--- src/rtl/rob_retire_ctrl_if.sv ---
// rob_retire_ctrl_if: allocation, completion, retire and flush signals of the reorder-buffer controller
interface rob_retire_ctrl_if #(parameter int SIZE = 8, parameter int RETIRE_WIDTH = 2);
  localparam int TW = $clog2(SIZE);
  logic alloc_valid;
  logic alloc_ready;
  logic [TW-1:0] alloc_tag;
  logic complete_valid;
  logic [TW-1:0] complete_tag;
  logic [RETIRE_WIDTH-1:0] retire_valid;
  logic [RETIRE_WIDTH*TW-1:0] retire_tag;
  logic retire_ready;
  logic flush_change;
  logic [TW-1:0] flush_front_ptr;
  logic [TW-1:0] front_ptr;
  logic [TW-1:0] back_ptr;
  logic [SIZE-1:0] valid_o;
  logic [TW:0] count;
  modport master (
    output alloc_valid, complete_valid, complete_tag, retire_ready, flush_change, flush_front_ptr,
    input alloc_ready, alloc_tag, retire_valid, retire_tag, front_ptr, back_ptr, valid_o, count
  );
  modport slave (
    input alloc_valid, complete_valid, complete_tag, retire_ready, flush_change, flush_front_ptr,
    output alloc_ready, alloc_tag, retire_valid, retire_tag, front_ptr, back_ptr, valid_o, count
  );
endinterface

--- src/rtl/rob_retire_ctrl.sv ---
// rob_retire_ctrl: reorder-buffer occupancy, in-order retirement and flush rollback
module rob_retire_ctrl #(
  parameter int SIZE = 8,
  parameter int RETIRE_WIDTH = 2
) (
  input logic clk,
  input logic rst,
  rob_retire_ctrl_if.slave bus
);
  localparam int TW = $clog2(SIZE);
  logic [SIZE-1:0] valid, done, valid_n, done_n;
  logic [TW-1:0] front, back, idx, off, span;
  logic [TW:0] cnt, cnt_n, n, nr;
  logic [RETIRE_WIDTH-1:0] rv;
  logic alloc_fire, run;
  assign bus.alloc_ready = (cnt != (TW+1)'(SIZE)) && !bus.flush_change;
  assign alloc_fire = bus.alloc_valid && bus.alloc_ready;
  assign bus.alloc_tag = front;
  assign bus.front_ptr = front;
  assign bus.back_ptr = back;
  assign bus.valid_o = valid;
  assign bus.count = cnt;
  assign bus.retire_valid = rv;
  assign nr = bus.retire_ready ? n : '0;
  genvar g;
  generate
    for (g = 0; g < RETIRE_WIDTH; g++) begin : g_tag
      assign bus.retire_tag[g*TW +: TW] = back + TW'(g);
    end
  endgenerate
  always_comb begin
    rv = '0;
    n = '0;
    idx = '0;
    run = !bus.flush_change;
    for (int k = 0; k < RETIRE_WIDTH; k++) begin
      idx = back + TW'(k);
      run = run && valid[idx] && done[idx];
      rv[k] = run;
      n = n + (TW+1)'(run);
    end
  end
  always_comb begin
    valid_n = valid;
    done_n = done;
    off = '0;
    span = front - bus.flush_front_ptr;
    if (bus.complete_valid && valid[bus.complete_tag]) done_n[bus.complete_tag] = 1'b1;
    if (bus.retire_ready)
      for (int k = 0; k < RETIRE_WIDTH; k++)
        if (rv[k]) begin
          valid_n[back + TW'(k)] = 1'b0;
          done_n[back + TW'(k)] = 1'b0;
        end
    if (alloc_fire) begin
      valid_n[front] = 1'b1;
      done_n[front] = 1'b0;
    end
    if (bus.flush_change)
      for (int i = 0; i < SIZE; i++) begin
        off = TW'(i) - bus.flush_front_ptr;
        if (off < span) begin
          valid_n[i] = 1'b0;
          done_n[i] = 1'b0;
        end
      end
  end
  always_comb begin
    cnt_n = cnt + (TW+1)'(alloc_fire) - nr;
    if (bus.flush_change)
      cnt_n = (bus.flush_front_ptr == front && cnt[TW]) ? cnt : {1'b0, bus.flush_front_ptr - back};
  end
  always_ff @(posedge clk) begin
    if (rst) begin
      valid <= '0;
      done <= '0;
      front <= '0;
      back <= '0;
      cnt <= '0;
    end else begin
      valid <= valid_n;
      done <= done_n;
      front <= bus.flush_change ? bus.flush_front_ptr : front + TW'(alloc_fire);
      back <= back + TW'(nr);
      cnt <= cnt_n;
    end
  end
endmodule

--- src/flat_wrapper.sv ---
// flat-port wrapper written by rule: the top's interface ports become plain ports
module rob_retire_ctrl_flat 
#(
  parameter int SIZE = 8,
  parameter int RETIRE_WIDTH = 2
)
  (clk, rst, bus_alloc_valid, bus_complete_valid, bus_complete_tag, bus_retire_ready, bus_flush_change, bus_flush_front_ptr, bus_alloc_ready, bus_alloc_tag, bus_retire_valid, bus_retire_tag, bus_front_ptr, bus_back_ptr, bus_valid_o, bus_count);
  rob_retire_ctrl_if #(.SIZE(SIZE), .RETIRE_WIDTH(RETIRE_WIDTH)) bus_i ();
  input logic clk;
  input logic rst;
  input wire logic [$bits(bus_i.alloc_valid)-1:0] bus_alloc_valid;
  input wire logic [$bits(bus_i.complete_valid)-1:0] bus_complete_valid;
  input wire logic [$bits(bus_i.complete_tag)-1:0] bus_complete_tag;
  input wire logic [$bits(bus_i.retire_ready)-1:0] bus_retire_ready;
  input wire logic [$bits(bus_i.flush_change)-1:0] bus_flush_change;
  input wire logic [$bits(bus_i.flush_front_ptr)-1:0] bus_flush_front_ptr;
  output wire logic [$bits(bus_i.alloc_ready)-1:0] bus_alloc_ready;
  output wire logic [$bits(bus_i.alloc_tag)-1:0] bus_alloc_tag;
  output wire logic [$bits(bus_i.retire_valid)-1:0] bus_retire_valid;
  output wire logic [$bits(bus_i.retire_tag)-1:0] bus_retire_tag;
  output wire logic [$bits(bus_i.front_ptr)-1:0] bus_front_ptr;
  output wire logic [$bits(bus_i.back_ptr)-1:0] bus_back_ptr;
  output wire logic [$bits(bus_i.valid_o)-1:0] bus_valid_o;
  output wire logic [$bits(bus_i.count)-1:0] bus_count;
  assign bus_i.alloc_valid = bus_alloc_valid;
  assign bus_i.complete_valid = bus_complete_valid;
  assign bus_i.complete_tag = bus_complete_tag;
  assign bus_i.retire_ready = bus_retire_ready;
  assign bus_i.flush_change = bus_flush_change;
  assign bus_i.flush_front_ptr = bus_flush_front_ptr;
  assign bus_alloc_ready = bus_i.alloc_ready;
  assign bus_alloc_tag = bus_i.alloc_tag;
  assign bus_retire_valid = bus_i.retire_valid;
  assign bus_retire_tag = bus_i.retire_tag;
  assign bus_front_ptr = bus_i.front_ptr;
  assign bus_back_ptr = bus_i.back_ptr;
  assign bus_valid_o = bus_i.valid_o;
  assign bus_count = bus_i.count;
  rob_retire_ctrl #(.SIZE(SIZE), .RETIRE_WIDTH(RETIRE_WIDTH)) u_core (.clk(clk), .rst(rst), .bus(bus_i));
endmodule
--- config.mk ---
export PLATFORM = sky130hd
export DESIGN_NAME = rob_retire_ctrl_flat
export DESIGN_NICKNAME = d
export VERILOG_FILES = /design/src/rtl/rob_retire_ctrl_if.sv /design/src/rtl/rob_retire_ctrl.sv /design/src/flat_wrapper.sv
export SDC_FILE = /design/constraint.sdc
export NUM_CORES = 1
export LEC_CHECK = 0
export BUFFER_PORTS_ARGS = -buffer_cell sky130_fd_sc_hd__buf_2
export CAP_MARGIN = 20
export CELL_PAD_IN_SITES_DETAIL_PLACEMENT = 1
export CELL_PAD_IN_SITES_GLOBAL_PLACEMENT = 1
export CORE_MARGIN = 3
export CORE_UTILIZATION = 43
export DETAILED_ROUTE_END_ITERATION = 12
export HOLD_SLACK_MARGIN = 0.02
export PLACE_DENSITY = 0.92
export RECOVER_POWER = 25
export SYNTH_ARGS = -nofsm -noshare
export SYNTH_HDL_FRONTEND = slang
export SYNTH_SLANG_ARGS = --single-unit
--- constraint.sdc ---
create_clock -name clk -period 4.8 [get_ports clk]
set_clock_uncertainty 0.05 [all_clocks]
set_input_delay 0 -clock clk [delete_from_list [all_inputs] [get_ports clk]]
set_output_delay 0 -clock clk [all_outputs]
set_load 0.01 [all_outputs]
=== After elaboration in Yosys (flattened, before gate mapping) ===
Cells that the tools add are included.

* Add/subtract/negate cells: 16
* Order comparisons: 16
* Equal/unequal tests: 3
* Multiplexer cells: 51
* Bitwise gates (word level): 10
* Reduce and logical (&&, ||, !) cells: 13

{| class="wikitable"
|+ Operator list
! cell !! count
|-
| $mux 8 || 13
|-
| $and 8x8->8 || 5
|-
| $mux 1 || 25
|-
| $lt 3x3->1 || 8
|-
| $not 8->8 || 3
|-
| $lt 3x4->1 const B || 4
|-
| $or 8x8->8 || 2
|-
| $bmux 1 s3 || 5
|-
| $demux 1 s3 || 4
|-
| $ge 3x1->1 const B || 4
|-
| $logic_and 1x1->1 || 12
|-
| $sub 3x3->3 const A || 4
|-
| $mux 4 || 2
|-
| $sub 1x3->3 const A || 2
|-
| $sub 2x3->3 const A || 2
|-
| $sub 3x3->3 || 2
|-
| $add 4x1->4 || 1
|-
| $ne 4x4->1 const B || 1
|-
| $sub 4x4->4 || 1
|-
| $add 3x1->3 || 1
|-
| $add 3x1->3 const B || 1
|-
| $add 3x3->3 || 1
|-
| $eq 3x3->1 || 1
|-
| $mux 3 || 1
|-
| other kinds (4) || 4
|}

* Register bits after elaboration: 26
* Bits of input ports: 12
* Output and inout port bits: 30

=== Depth between registers and ports, before layout ===
Gate-level depths: netlist of run 1.

* Word-level depth: 16
* Mapped depth: 19
* Gate-level depth less buffers: 18

=== Worst setup path before layout of run 1 ===
Ideal clock, no wire load.

* Path type: register -> register
* From: register u_core.back[1] (netlist: u_core.bus.back_ptr[1])
* To: register u_core.cnt[2] (netlist: u_core.bus.count[2])
* Library setup time: 0.086 ns
* Data arrival time: 3.558 ns
* Required time: 4.664 ns
* Slack: 1.106 ns
* Stages on the path, launching flop included: 19
* Buffers on the path: 1
* Clock period less this slack: 3.694 ns
* Path through: dfxtp_1 > ha_1 > clkbuf_1 > nor3_1 > a311oi_1 > a21oi_1 > nor4_1 > ha_1 > and2_1 > ha_1 > inv_1 > ha_1 > inv_1 > fa_1 > xnor2_1 > nand2_1 > o21ai_0 > nor2_1 > a211oi_1

{| class="wikitable"
|+ RTL lines
! element !! RTL line !! source
|-
| start: declaration || rob_retire_ctrl.sv:12 || <nowiki>logic [TW-1:0] front, back, idx, off, span;</nowiki>
|-
| start signal: assignment || rob_retire_ctrl.sv:84 || <nowiki>back <= back + TW'(nr);</nowiki>
|-
| $add 3x1->3 * || -- ||
|-
| named net bus_retire_tag[4] || flat_wrapper.sv:20 || <nowiki>output wire logic [$bits(bus_i.retire_tag)-1:0] bus_retire_tag;</nowiki>
|-
| $bmux 1 s3 || rob_retire_ctrl.sv:38 || <nowiki>run = run && valid[idx] && done[idx];</nowiki>
|-
| $mux 1 (not written as such) || rob_retire_ctrl.sv:38 ||
|-
| $logic_and 1x1->1 || rob_retire_ctrl.sv:38 ||
|-
| $logic_and 1x1->1 * || rob_retire_ctrl.sv:38 ||
|-
| named net u_core.run || rob_retire_ctrl.sv:15 || <nowiki>logic alloc_fire, run;</nowiki>
|-
| $add 1x1->2 * || rob_retire_ctrl.sv:40 || <nowiki>n = n + (TW+1)'(run);</nowiki>
|-
| $mux 2 * || rob_retire_ctrl.sv:24 || <nowiki>assign nr = bus.retire_ready ? n : '0;</nowiki>
|-
| $sub 4x4->4 * || rob_retire_ctrl.sv:69 || <nowiki>cnt_n = cnt + (TW+1)'(alloc_fire) - nr;</nowiki>
|-
| $mux 4 * || rob_retire_ctrl.sv:70 || <nowiki>if (bus.flush_change)</nowiki>
|-
| end signal: assignment || rob_retire_ctrl.sv:85 || <nowiki>cnt <= cnt_n;</nowiki>
|-
| end: declaration || rob_retire_ctrl.sv:13 || <nowiki>logic [TW:0] cnt, cnt_n, n, nr;</nowiki>
|}

The timed path passes the listed nets; every way through them passes the cells marked *. The select of a mux whose other input is x is not followed.
A chain may end at the register's enable or synchronous reset.

=== Worst setup path in the final report of run 1 ===
* From: register u_core.back[2] (netlist: u_core.bus.back_ptr[2])
* To: register u_core.cnt[2] (netlist: u_core.bus.count[2])

* Cells in the longest elaborated chain, start to end: 10

{| class="wikitable"
|+ RTL lines
! element !! RTL line
|-
| parallel branches: the longest is 9 deep, another holds $sub 4x4->4 || --
|-
| $mux 4 * || rob_retire_ctrl.sv:70
|}

Every way passes the cells marked *. The select of a mux whose other input is x is not followed.

==> results of run 1 <==
routing by layer:
layer,global-route usage [%],wire length [um],vias up
met2,36.2,3400,86
met4,9.06,217,0
met5,0,0,-
met1,28.5,3240,1155
li1,-,-,1139
met3,2.27,426,17
power breakdown:
| part | total (mW) | switching (mW) | internal (mW) |
|---|---|---|---|
| clock | 0.126 | 0.0692 | 0.0564 |
| combinational | 0.173 | 0.102 | 0.0707 |
| sequential | 0.235 | 0.0124 | 0.223 |
| total | 0.534 | 0.184 | 0.350 |
cell usage in the layout (no fill, tap or decap), types with 4 or more instances in the layout:
master / n
and3_1: 5
fa_1: 4
buf_2: 28
a31o_2: 6
ha_1: 29
xor2_1: 4
o21ai_0: 10
mux2i_1: 11
dfxtp_1: 26
a211oi_1: 4
nand3_1: 12
nand2_1: 20
xnor2_1: 7
nor2_1: 21
a31oi_1: 9
nor2b_1: 11
and2_1: 6
clkbuf_1: 13
nor3_1: 4
a311oi_1: 5
a21oi_1: 5
inv_1: 32
through the flow:
stage	setup slack, ns	util, %
2_1_floorplan	1.11	-
3_3_place_gp	0.797	49.0
3_5_place_dp	0.462	49.0
4_1_cts	0.417	49.9
5_1_grt	0.00274	49.7
6_report	0.390	49.7
cell families (layout without fill, tap and decap cells):
kind of cell | Yosys count | after routing | synth area share, %
adders and majority gates | 33 | 33 | 16.9
muxes | 11 | 11 | 4.20
xor gates and xnor gates | 12 | 12 | 4.73
and+or+nand+nor | 98 | 98 | 21.2
DFF | 26 | 26 | 19.9
AOI/OAI and AO/OA | 69 | 69 | 23.3
buffers and inverters | 53 | 80 | 9.74
registers in the layout (all words and copies together) (netlist names):
register,flops
u_core.bus.valid_o,8
u_core.done,8
u_core.bus.count,4
u_core.bus.alloc_tag,3
u_core.bus.back_ptr,3
synthesized netlist by cell type (4+ instances only):
| cell type | instances |
|---|---|
| ha_1 | 29 |
| and3_1 | 5 |
| o21ai_0 | 10 |
| a31oi_1 | 9 |
| clkbuf_1 | 6 |
| nor2b_1 | 11 |
| nand2_1 | 20 |
| xnor2_1 | 7 |
| nor2_1 | 21 |
| inv_1 | 32 |
| buf_4 | 8 |
| a211oi_1 | 4 |
| xor2_1 | 4 |
| a31o_2 | 6 |
| mux2i_1 | 11 |
| dfxtp_1 | 26 |
| and2_1 | 6 |
| fa_1 | 4 |
| a311oi_1 | 5 |
| nor3_1 | 4 |
| a21oi_1 | 5 |
| nand3_1 | 12 |
final timing paths:
check                              start                 endpoint  slack [ns]  depth (start not counted)
setup / recovery  u_core.bus.back_ptr[2]      u_core.bus.count[2]        0.39                         16
setup reg to reg  u_core.bus.back_ptr[2]      u_core.bus.count[2]        0.39                         16
hold reg to reg      u_core.bus.count[2]      u_core.bus.count[2]        0.49                          2
hold / removal    bus_flush_front_ptr[1]  u_core.bus.alloc_tag[1]        0.03                          3
cell type report:
cell class	instances	area, sq um	share of cell area [%]
multi-input combinational	223	1850	65.1
tap	72	90.1	3.18
clock buffer	3	41.3	1.46
inverter	33	124	4.37
sequential	26	520	18.4
timing repair buffer	44	214	7.55
critical path, stage by stage, from the launching register on:
cell	delay, ns
dfxtp_1	1.01
mux2i_1	0.21
a22oi_2	0.25
nand4_2	0.23
nor4_1	0.47
ha_1	0.31
and2_1	0.18
ha_1	0.27
inv_1	0.07
ha_1	0.18
inv_1	0.08
fa_1	0.38
xnor2_1	0.21
nand2_1	0.09
o21ai_0	0.08
nor2_1	0.06
a211oi_1	0.20
==> metrics.md, run 1 <==
| Metric | Value |
|---|---|
| DRC viols | 0 |
| Synth cell types | 57 |
| TritonCTS buffer count | 3 |
| Async S/R FF share, synth | 0% |
| I/O Buffers | 41 |
| Syn Area/Cell | 8.68 sq um |
| RSZ-0062 raised after global routing | false |
| Yosys warns | 0 |
| Clock root cell | clkbuf_8 |
| All-Layer GR Usage | 21.8% |
| Worst Path Max Fanout | 24 |
| Syn Inst Count | 302 |
| Seq/Total Area, Yosys | 19.9% |
| Core Area | 0.00571 sq mm |
| WHS | 0.0276 ns |
| Fin. max-slew vios | 0 |
| Area grow syn2layout | 8.16% |
| WP data required | 4.95 ns |
| Setup crit start kind | flip-flop |
| Hold Crit Class | primary input to flip-flop |
| Vias in the first global route | 2498 |
| Max rail drop VDD | 106 uV |
| Final critical-path required period | 4.41 ns |
| Post-synth EDFFs | 0 |
| Initial core utilization | 45.9% |
| Final setup vio count | 0 |
| Tcrit/Tclk final | 91.9% |
| Relative slew margins | 31.4% |
| Crit path DAT | 4.56 ns |
| Via density | 5.98 |
| CTS Sinks | 26 |
| Status | completed |
| Fmax | 227 MHz |
| Slew @ Worst Pin | 1.03 ns |
| Initial antenna violation count | 0 |
| Synth area leaders | dfxtp_1 20%, ha_1 14%, inv_1 4.6% |
| Post-CTS sizing | 0 |
| DIE HEIGHT | 84.1 um |
| Syn Std Cell Area | 0.00262 sq mm |
| Non-Filler Instances | 401 |
| Row count | 27 |
| Clk slew on worst S/H paths | 0.09 ns |
| Largest net degree at the start of global routing | 25 |
| Clk Latency, worst-skew pair | 0.27 ns |
| GP Congestion | 0.911 |
| Placed Cells | 397 |
| Synth Net Count | 347 |
| I/O pin count | 42 |
| #FFs+latches synth | 26 |
| Hold Fails Final Rpt | 0 |
| Fillcell total | 713 |
| H-tree Lvls | 1 |
| Placed standard-cell area | 0.00280 sq mm |
| Die Wd | 84.1 um |
| Main synth FF type | dfxtp_1 |
| Antenna Cells | 0 |
| Pre-Repair DR Iteration Count | 4 |
| Vias | 2397 |
| Total grt overflow | 0 |
| WL final | 7280 um |
| Finished layout cell area | 0.00284 sq mm |
| Routed len/inst | 18.2 um |
| Post-CTS setup buffer count | 0 |
| Die ar. | 0.00707 sq mm |
| First-pass GRT wire length | 12600 um |
| Max Cap Viol | 0 |
| Setup Crit Path Kind | flip-flop to flip-flop |
| CTS tree | built |
| Setup tns final | 0 ns |
| Pleak | 1.16 nW |
| Synth top area share | 19.9% |
| Cell Pwr Density | 188 mW/mm^2 |
| CTS Hold Bufs | 1 |
| Nets | 376 |
| Layout cell share with drive strength beyond 1 | 16.7% |
| Crit end category | flip-flop |
| Power Total | 0.534 mW |
| Synth area leader | dfxtp_1 |
| Detailed Place HPWL | 5840 um |
| Initial drt markers | 131 |
| Antenna-violating nets left | 0 |
| CTS Buffer Depth | 2 |
(Power assumes the default switching activity.)
==> inputs of run 2 (changes only) <==
--- a/config.mk
+++ b/config.mk
@@ -7,14 +7,14 @@
 export LEC_CHECK = 0
 export BUFFER_PORTS_ARGS = -buffer_cell sky130_fd_sc_hd__buf_2
 export CAP_MARGIN = 20
-export CELL_PAD_IN_SITES_DETAIL_PLACEMENT = 1
-export CELL_PAD_IN_SITES_GLOBAL_PLACEMENT = 1
 export CORE_MARGIN = 3
-export CORE_UTILIZATION = 43
+export CORE_UTILIZATION = 58
 export DETAILED_ROUTE_END_ITERATION = 12
 export HOLD_SLACK_MARGIN = 0.02
-export PLACE_DENSITY = 0.92
+export PLACE_DENSITY = 0.94
 export RECOVER_POWER = 25
+export SETUP_SLACK_MARGIN = 0.1
+export SLEW_MARGIN = 20
 export SYNTH_ARGS = -nofsm -noshare
 export SYNTH_HDL_FRONTEND = slang
 export SYNTH_SLANG_ARGS = --single-unit
==> metrics.md, run 2 (synthesis results as in run 1) <==
| Metric | Value |
|---|---|
| Crit end category | flip-flop |
| Cell Pwr Density | 194 mW/mm^2 |
| Die ar. | 0.00536 sq mm |
| Layout cell share with drive strength beyond 1 | 16.9% |
| Worst r2r path cells | 17 |
| Hold Crit Class | primary input to flip-flop |
| Clk Latency, worst-skew pair | 0.28 ns |
| Slowest-stage cell, CP | nor4_1 |
| Antenna-violating nets left | 0 |
| Cell repeated most along the worst path | ha_1 |
| Worst path buffer plus inverter count | 3 |
| Crit path DAT | 4.04 ns |
| Most common cell after layout, fill and taps aside | inv_1 |
| Fmax | 256 MHz |
| Worst Path Max Fanout | 24 |
| I/O Buffers | 41 |
| Setup tns final | 0 ns |
| Clk slew on worst S/H paths | 0.09 ns |
| Vias in the first global route | 2309 |
| Most frequent cells in the layout | 32 x inv_1, 29 x ha_1, 27 x buf_2 |
| Fillcell total | 328 |
| Largest delay contributor family on the critical path | adder cells |
| Tcrit/Tclk final | 81.3% |
| Relative slew margins | 47.3% |
| Final core utilization | 68.0% |
| Max Cap Viol | 0 |
| GP Congestion | 0.937 |
| Initial antenna violation count | 0 |
| I/O pin count | 42 |
| Row count | 23 |
| CTS Sinks | 26 |
| CTS Hold Bufs | 2 |
| Die Wd | 73.2 um |
| Status | completed |
| First-pass GRT wire length | 10900 um |
| Initial core utilization | 62.8% |
| WL final | 6590 um |
| All-Layer GR Usage | 25.5% |
| Peak per-stage delay on the critical path | 0.47 ns |
| H-tree Lvls | 1 |
| Pre-Repair DR Iteration Count | 5 |
| Area grow syn2layout | 8.26% |
| Pleak | 1.17 nW |
| RSZ-0062 raised after global routing | false |
| Routed len/inst | 17.2 um |
| Post-CTS sizing | 0 |
| Setup Crit Path Kind | flip-flop to flip-flop |
| WHS | 0.0471 ns |
| Final setup vio count | 0 |
| Setup crit start kind | flip-flop |
| CTS Buffer Depth | 2 |
| Largest net degree at the start of global routing | 25 |
| Core Area | 0.00417 sq mm |
| Final critical-path required period | 3.90 ns |
| Hold Fails Final Rpt | 0 |
| Fin. max-slew vios | 0 |
| Post-CTS setup buffer count | 0 |
| Total grt overflow | 0 |
| Detailed Place HPWL | 4960 um |
| Vias | 2497 |
| Antenna Cells | 0 |
| Slew @ Worst Pin | 0.784 ns |
| Clock root cell | clkbuf_8 |
| Hold path depth | 2 |
| Max rail drop VDD | 109 uV |
| DRC viols | 0 |
| WP data required | 4.94 ns |
| CTS tree | built |
| Crit path cell chain | buf_4 -> mux2i_1 -> a22oi_2 -> nand4_2 -> nor4_1 -> ha_1 -> and2_1 -> ha_1 -> inv_1 -> ha_1 -> inv_1 -> fa_1 -> xnor2_1 -> nand2_1 -> o21ai_0 -> nor2_1 -> a211oi_1 |
| Via density | 6.54 |
| TritonCTS buffer count | 3 |
| DIE HEIGHT | 73.2 um |
| Critical Path Stages | 17 |
| Initial drt markers | 419 |
| Nets | 378 |
==> run 2: changes by cell type in the layout (fill, tap and decap cells not counted), sizes merged <==
cell | previous run | this run
clkbuf | 16 | 18
dlygate4sd3 | 1 | 2
==> run 2: area by class of cell <==
cell class	count	area, sq um	area share (%)
well taps	50	62.6	2.20
inverters	33	124	4.37
multi-input cells	223	1850	65.0
clock buffers	4	55.1	1.94
repair buffers	46	230	8.11
flip-flops and latches	26	520	18.3
==> run 2: path summary, 6_finish.rpt <==
kind	startpoint	end	slack (ns)
worst max-delay path	u_core.bus.back_ptr[2]	u_core.bus.count[2]	0.90
worst min-delay path	rst	u_core.bus.back_ptr[2]	0.05
worst max register to register	u_core.bus.back_ptr[2]	u_core.bus.count[2]	0.90
worst min register to register	u_core.bus.count[0]	u_core.bus.count[0]	0.49
==> run 2: routing by layer <==
layer | track usage (%) | vias up | wire, um
li1 | - | 1158 | -
met1 | 35.1 | 1154 | 2730
met2 | 42.1 | 160 | 3050
met3 | 2.07 | 25 | 658
met4 | 7.79 | 0 | 142
met5 | 0 | - | 0
==> run 2: through the flow <==
stage                     cells  setup WS, ns  power [mW]  cell area [sq um]
after global routing        382         0.585       0.585               2840
after global placement      376          1.19       0.397               2780
after floorplan             302          1.11       0.361               2620
after detailed placement    376         0.952       0.406               2780
after CTS                   382         0.944       0.553               2860
final                       382         0.896       0.549               2840
==> run 2: worst register-to-register path: stages, from the launching register on <==
cell and delay [ns]:
dfxtp_1 0.32, buf_4 0.30, mux2i_1 0.15, a22oi_2 0.23
nand4_2 0.23, nor4_1 0.47, ha_1 0.31, and2_1 0.17
ha_1 0.26, inv_1 0.06, ha_1 0.16, inv_1 0.06
fa_1 0.39, xnor2_1 0.20, nand2_1 0.08, o21ai_0 0.08
nor2_1 0.06, a211oi_1 0.23
==> run 2: where the power goes <==
part / internal, mW / switching, mW / leakage, nW
clock network: 0.0735 / 0.0732 / 0.0288
logic: 0.0702 / 0.0974 / 0.933
registers: 0.223 / 0.0124 / 0.211
==> inputs of run 3 (changes only) <==
--- a/config.mk
+++ b/config.mk
@@ -5,13 +5,14 @@
 export SDC_FILE = /design/constraint.sdc
 export NUM_CORES = 1
 export LEC_CHECK = 0
+export ABC_AREA = 1
 export BUFFER_PORTS_ARGS = -buffer_cell sky130_fd_sc_hd__buf_2
 export CAP_MARGIN = 20
 export CORE_MARGIN = 3
 export CORE_UTILIZATION = 58
 export DETAILED_ROUTE_END_ITERATION = 12
 export HOLD_SLACK_MARGIN = 0.02
-export PLACE_DENSITY = 0.94
+export PLACE_DENSITY = 0.93
 export RECOVER_POWER = 25
 export SETUP_SLACK_MARGIN = 0.1
 export SLEW_MARGIN = 20
==> constraint.sdc (replaced) <==
create_clock -name clk -period 3.7 [get_ports clk]
set_clock_uncertainty 0.05 [all_clocks]
set_input_delay 0 -clock clk [delete_from_list [all_inputs] [get_ports clk]]
set_output_delay 0 -clock clk [all_outputs]
set_load 0.01 [all_outputs]
==> metrics.md, run 3 <==
| Metric | Value |
|---|---|
| Status | completed |
| Crit path DAT | 3.46 ns |
| WL final | 6900 um |
| Final core utilization | 67.1% |
| Worst path buffer plus inverter count | 4 |
| Placed standard-cell area | 0.00283 sq mm |
| Non-Filler Instances | 508 |
| Finished layout cell area | 0.00294 sq mm |
| Worst r2r path cells | 19 |
| Initial antenna violation count | 0 |
| Multi-input logic area | 0.00176 sq mm |
| DIE HEIGHT | 73.8 um |
| Antenna-violating nets left | 0 |
| Syn Area/Cell | 6.29 sq um |
| RSZ-0062 raised after global routing | false |
| Setup tns final | 0 ns |
| Final critical-path required period | 3.32 ns |
| Yosys warns | 0 |
| Relative slew margins | 52.2% |
| Area grow syn2layout | 10.2% |
| Cell Pwr Density | 256 mW/mm^2 |
| Crit. Startpoint | u_core.bus.back_ptr[0] |
| Seq/Total Area, Yosys | 19.5% |
| Register Area | 522 sq um |
| CTS Sinks | 26 |
| Fillcell total | 390 |
| Crit end category | flip-flop |
| Detailed Place HPWL | 5260 um |
| Row count | 24 |
| Pleak | 1.55 nW |
| Core Area | 0.00438 sq mm |
| WP data required | 3.84 ns |
| Initial core utilization | 60.9% |
| I/O Buffers | 41 |
| Nets | 502 |
| Setup Crit Path Kind | flip-flop to flip-flop |
| #FFs+latches synth | 26 |
| Largest net degree at the start of global routing | 33 |
| Reg2Reg Setup Slack | 0.38 ns |
| Dpl ws | 0.245 ns |
| Syn Inst Count | 424 |
| Fin. max-slew vios | 0 |
| Synth area leaders | dfxtp_1 20%, nand2_1 17%, ha_1 14% |
| Hold path depth | 3 |
| Fmax | 301 MHz |
| Slowest-stage cell, CP | fa_1 |
| Max rail drop VDD | 233 uV |
| Synth area leader | dfxtp_1 |
| Power Total | 0.754 mW |
| R2R Path Start | u_core.bus.back_ptr[0] |
| Hold Crit Class | primary input to flip-flop |
| Main synth FF type | dfxtp_1 |
| Hold Fails Final Rpt | 0 |
| Die Wd | 73.8 um |
| Via density | 5.58 |
| Clock root cell | clkbuf_8 |
| Most frequent cells in the layout | 121 x nand2_1, 68 x inv_1, 42 x nor2_1 |
| Initial drt markers | 193 |
| Vias | 2833 |
| Reg2Reg Capture Point | u_core.bus.count[1] |
| Most common cell in the netlist | nand2_1 |
| Layout cell share with drive strength beyond 1 | 11.4% |
| Total grt overflow | 0 |
| Vias in the first global route | 2584 |
| Max Cap Viol | 0 |
| CTS tree | built |
| First-pass GRT wire length | 11100 um |
| Tcrit/Tclk final | 89.8% |
| Slew @ Worst Pin | 0.715 ns |
| Syn Std Cell Area | 0.00267 sq mm |
| TritonCTS buffer count | 3 |
| Clk slew on worst S/H paths | 0.09 ns |
| CTS Buffer Depth | 2 |
| Routed len/inst | 13.6 um |
| Worst Path Max Fanout | 8 |
| Critical Path Stages | 19 |
| Final setup vio count | 0 |
| Hold path endpoint | u_core.bus.alloc_tag[0] |
| All-Layer GR Usage | 25.8% |
| WHS | 0.0861 ns |
| Die ar. | 0.00545 sq mm |
| GP Congestion | 1.01 |
| Synth cell types | 36 |
| I/O pin count | 42 |
| Peak per-stage delay on the critical path | 0.41 ns |
| DRC viols | 0 |
| Largest delay contributor family on the critical path | adder cells |
| Clk Latency, worst-skew pair | 0.27 ns |
| Commonest cells post-synth | 122 x nand2_1, 69 x inv_1, 42 x nor2_1 |
| Fin worst setup slack | 0.379 ns |
| Synth top area share | 19.5% |
| Post-synth EDFFs | 0 |
| Crit path cell chain | ha_2 -> inv_2 -> nor2_1 -> nand2_1 -> nand2_1 -> nor2_4 -> nand2_2 -> nor3_4 -> ha_1 -> nand2_1 -> inv_1 -> ha_1 -> inv_1 -> ha_1 -> inv_1 -> fa_1 -> nor2_1 -> nor3_1 -> a211oi_1 |
| H-tree Lvls | 1 |
| Async S/R FF share, synth | 0% |
| Most common cell after layout, fill and taps aside | nand2_1 |
| Synth Net Count | 469 |
| Pre-Repair DR Iteration Count | 11 |
| Placed Cells | 501 |
| Hold path start | bus_flush_front_ptr[0] |
| Setup crit start kind | flip-flop |
| Antenna Cells | 0 |
## run 3: layout make-up
| class | count | share of cell area, % |
|---|---|---|
| sequential | 26 | 17.7 |
| clock buffer | 3 | 1.40 |
| timing repair buffer | 48 | 8.59 |
| inverter | 72 | 9.36 |
| clock inverter | 1 | 1.02 |
| tap | 52 | 2.21 |
| multi-input combinational | 306 | 59.7 |
## run 3: metal layers
layer	routed length [um]	track usage [%]
met1	2860	31.2
met2	3220	44.0
met3	464	2.33
met4	348	15.1
met5	0	0
## run 3: cell families after synthesis
kind of cell	share of synthesized area (%)
AO/OA/AOI/OAI	9.14
XOR/XNOR	3.28
adder cells (fa/ha/maj)	16.6
buffers and inverters	15.5
flip-flops	19.5
AND/OR/NAND/NOR	36.0
## run 3: worst max path at each step
stage               slack [ns]                  end
floorplan                 0.28  u_core.bus.count[1]
global placement          0.40  u_core.bus.count[1]
detailed placement        0.25  u_core.bus.count[1]
CTS                       0.16  u_core.bus.count[1]
global route               0.1  u_core.bus.count[1]
finish                    0.38  u_core.bus.count[1]
## run 3: tightest hold or removal path, delay by kind of cell
family / cells / cell delay [ns]
buffers and inverters: 2 / 0.27
AOI/OAI and AO/OA: 1 / 0.10
## run 3: repair_timing
| action | CTS | global route |
|---|---|---|
| setup buffers | 0 | 1 |
| endpoints found under the setup margin | 0 | 3 |
| resized for setup | 0 | 9 |
| hold buffers | 2 | 0 |
| endpoints found under the hold margin | 8 | 0 |
## run 3: report_power, final
part / switching (mW) / total [mW] / internal (mW)
logic: 0.132 / 0.214 / 0.0825
clock network: 0.0944 / 0.239 / 0.145
registers: 0.0126 / 0.301 / 0.288
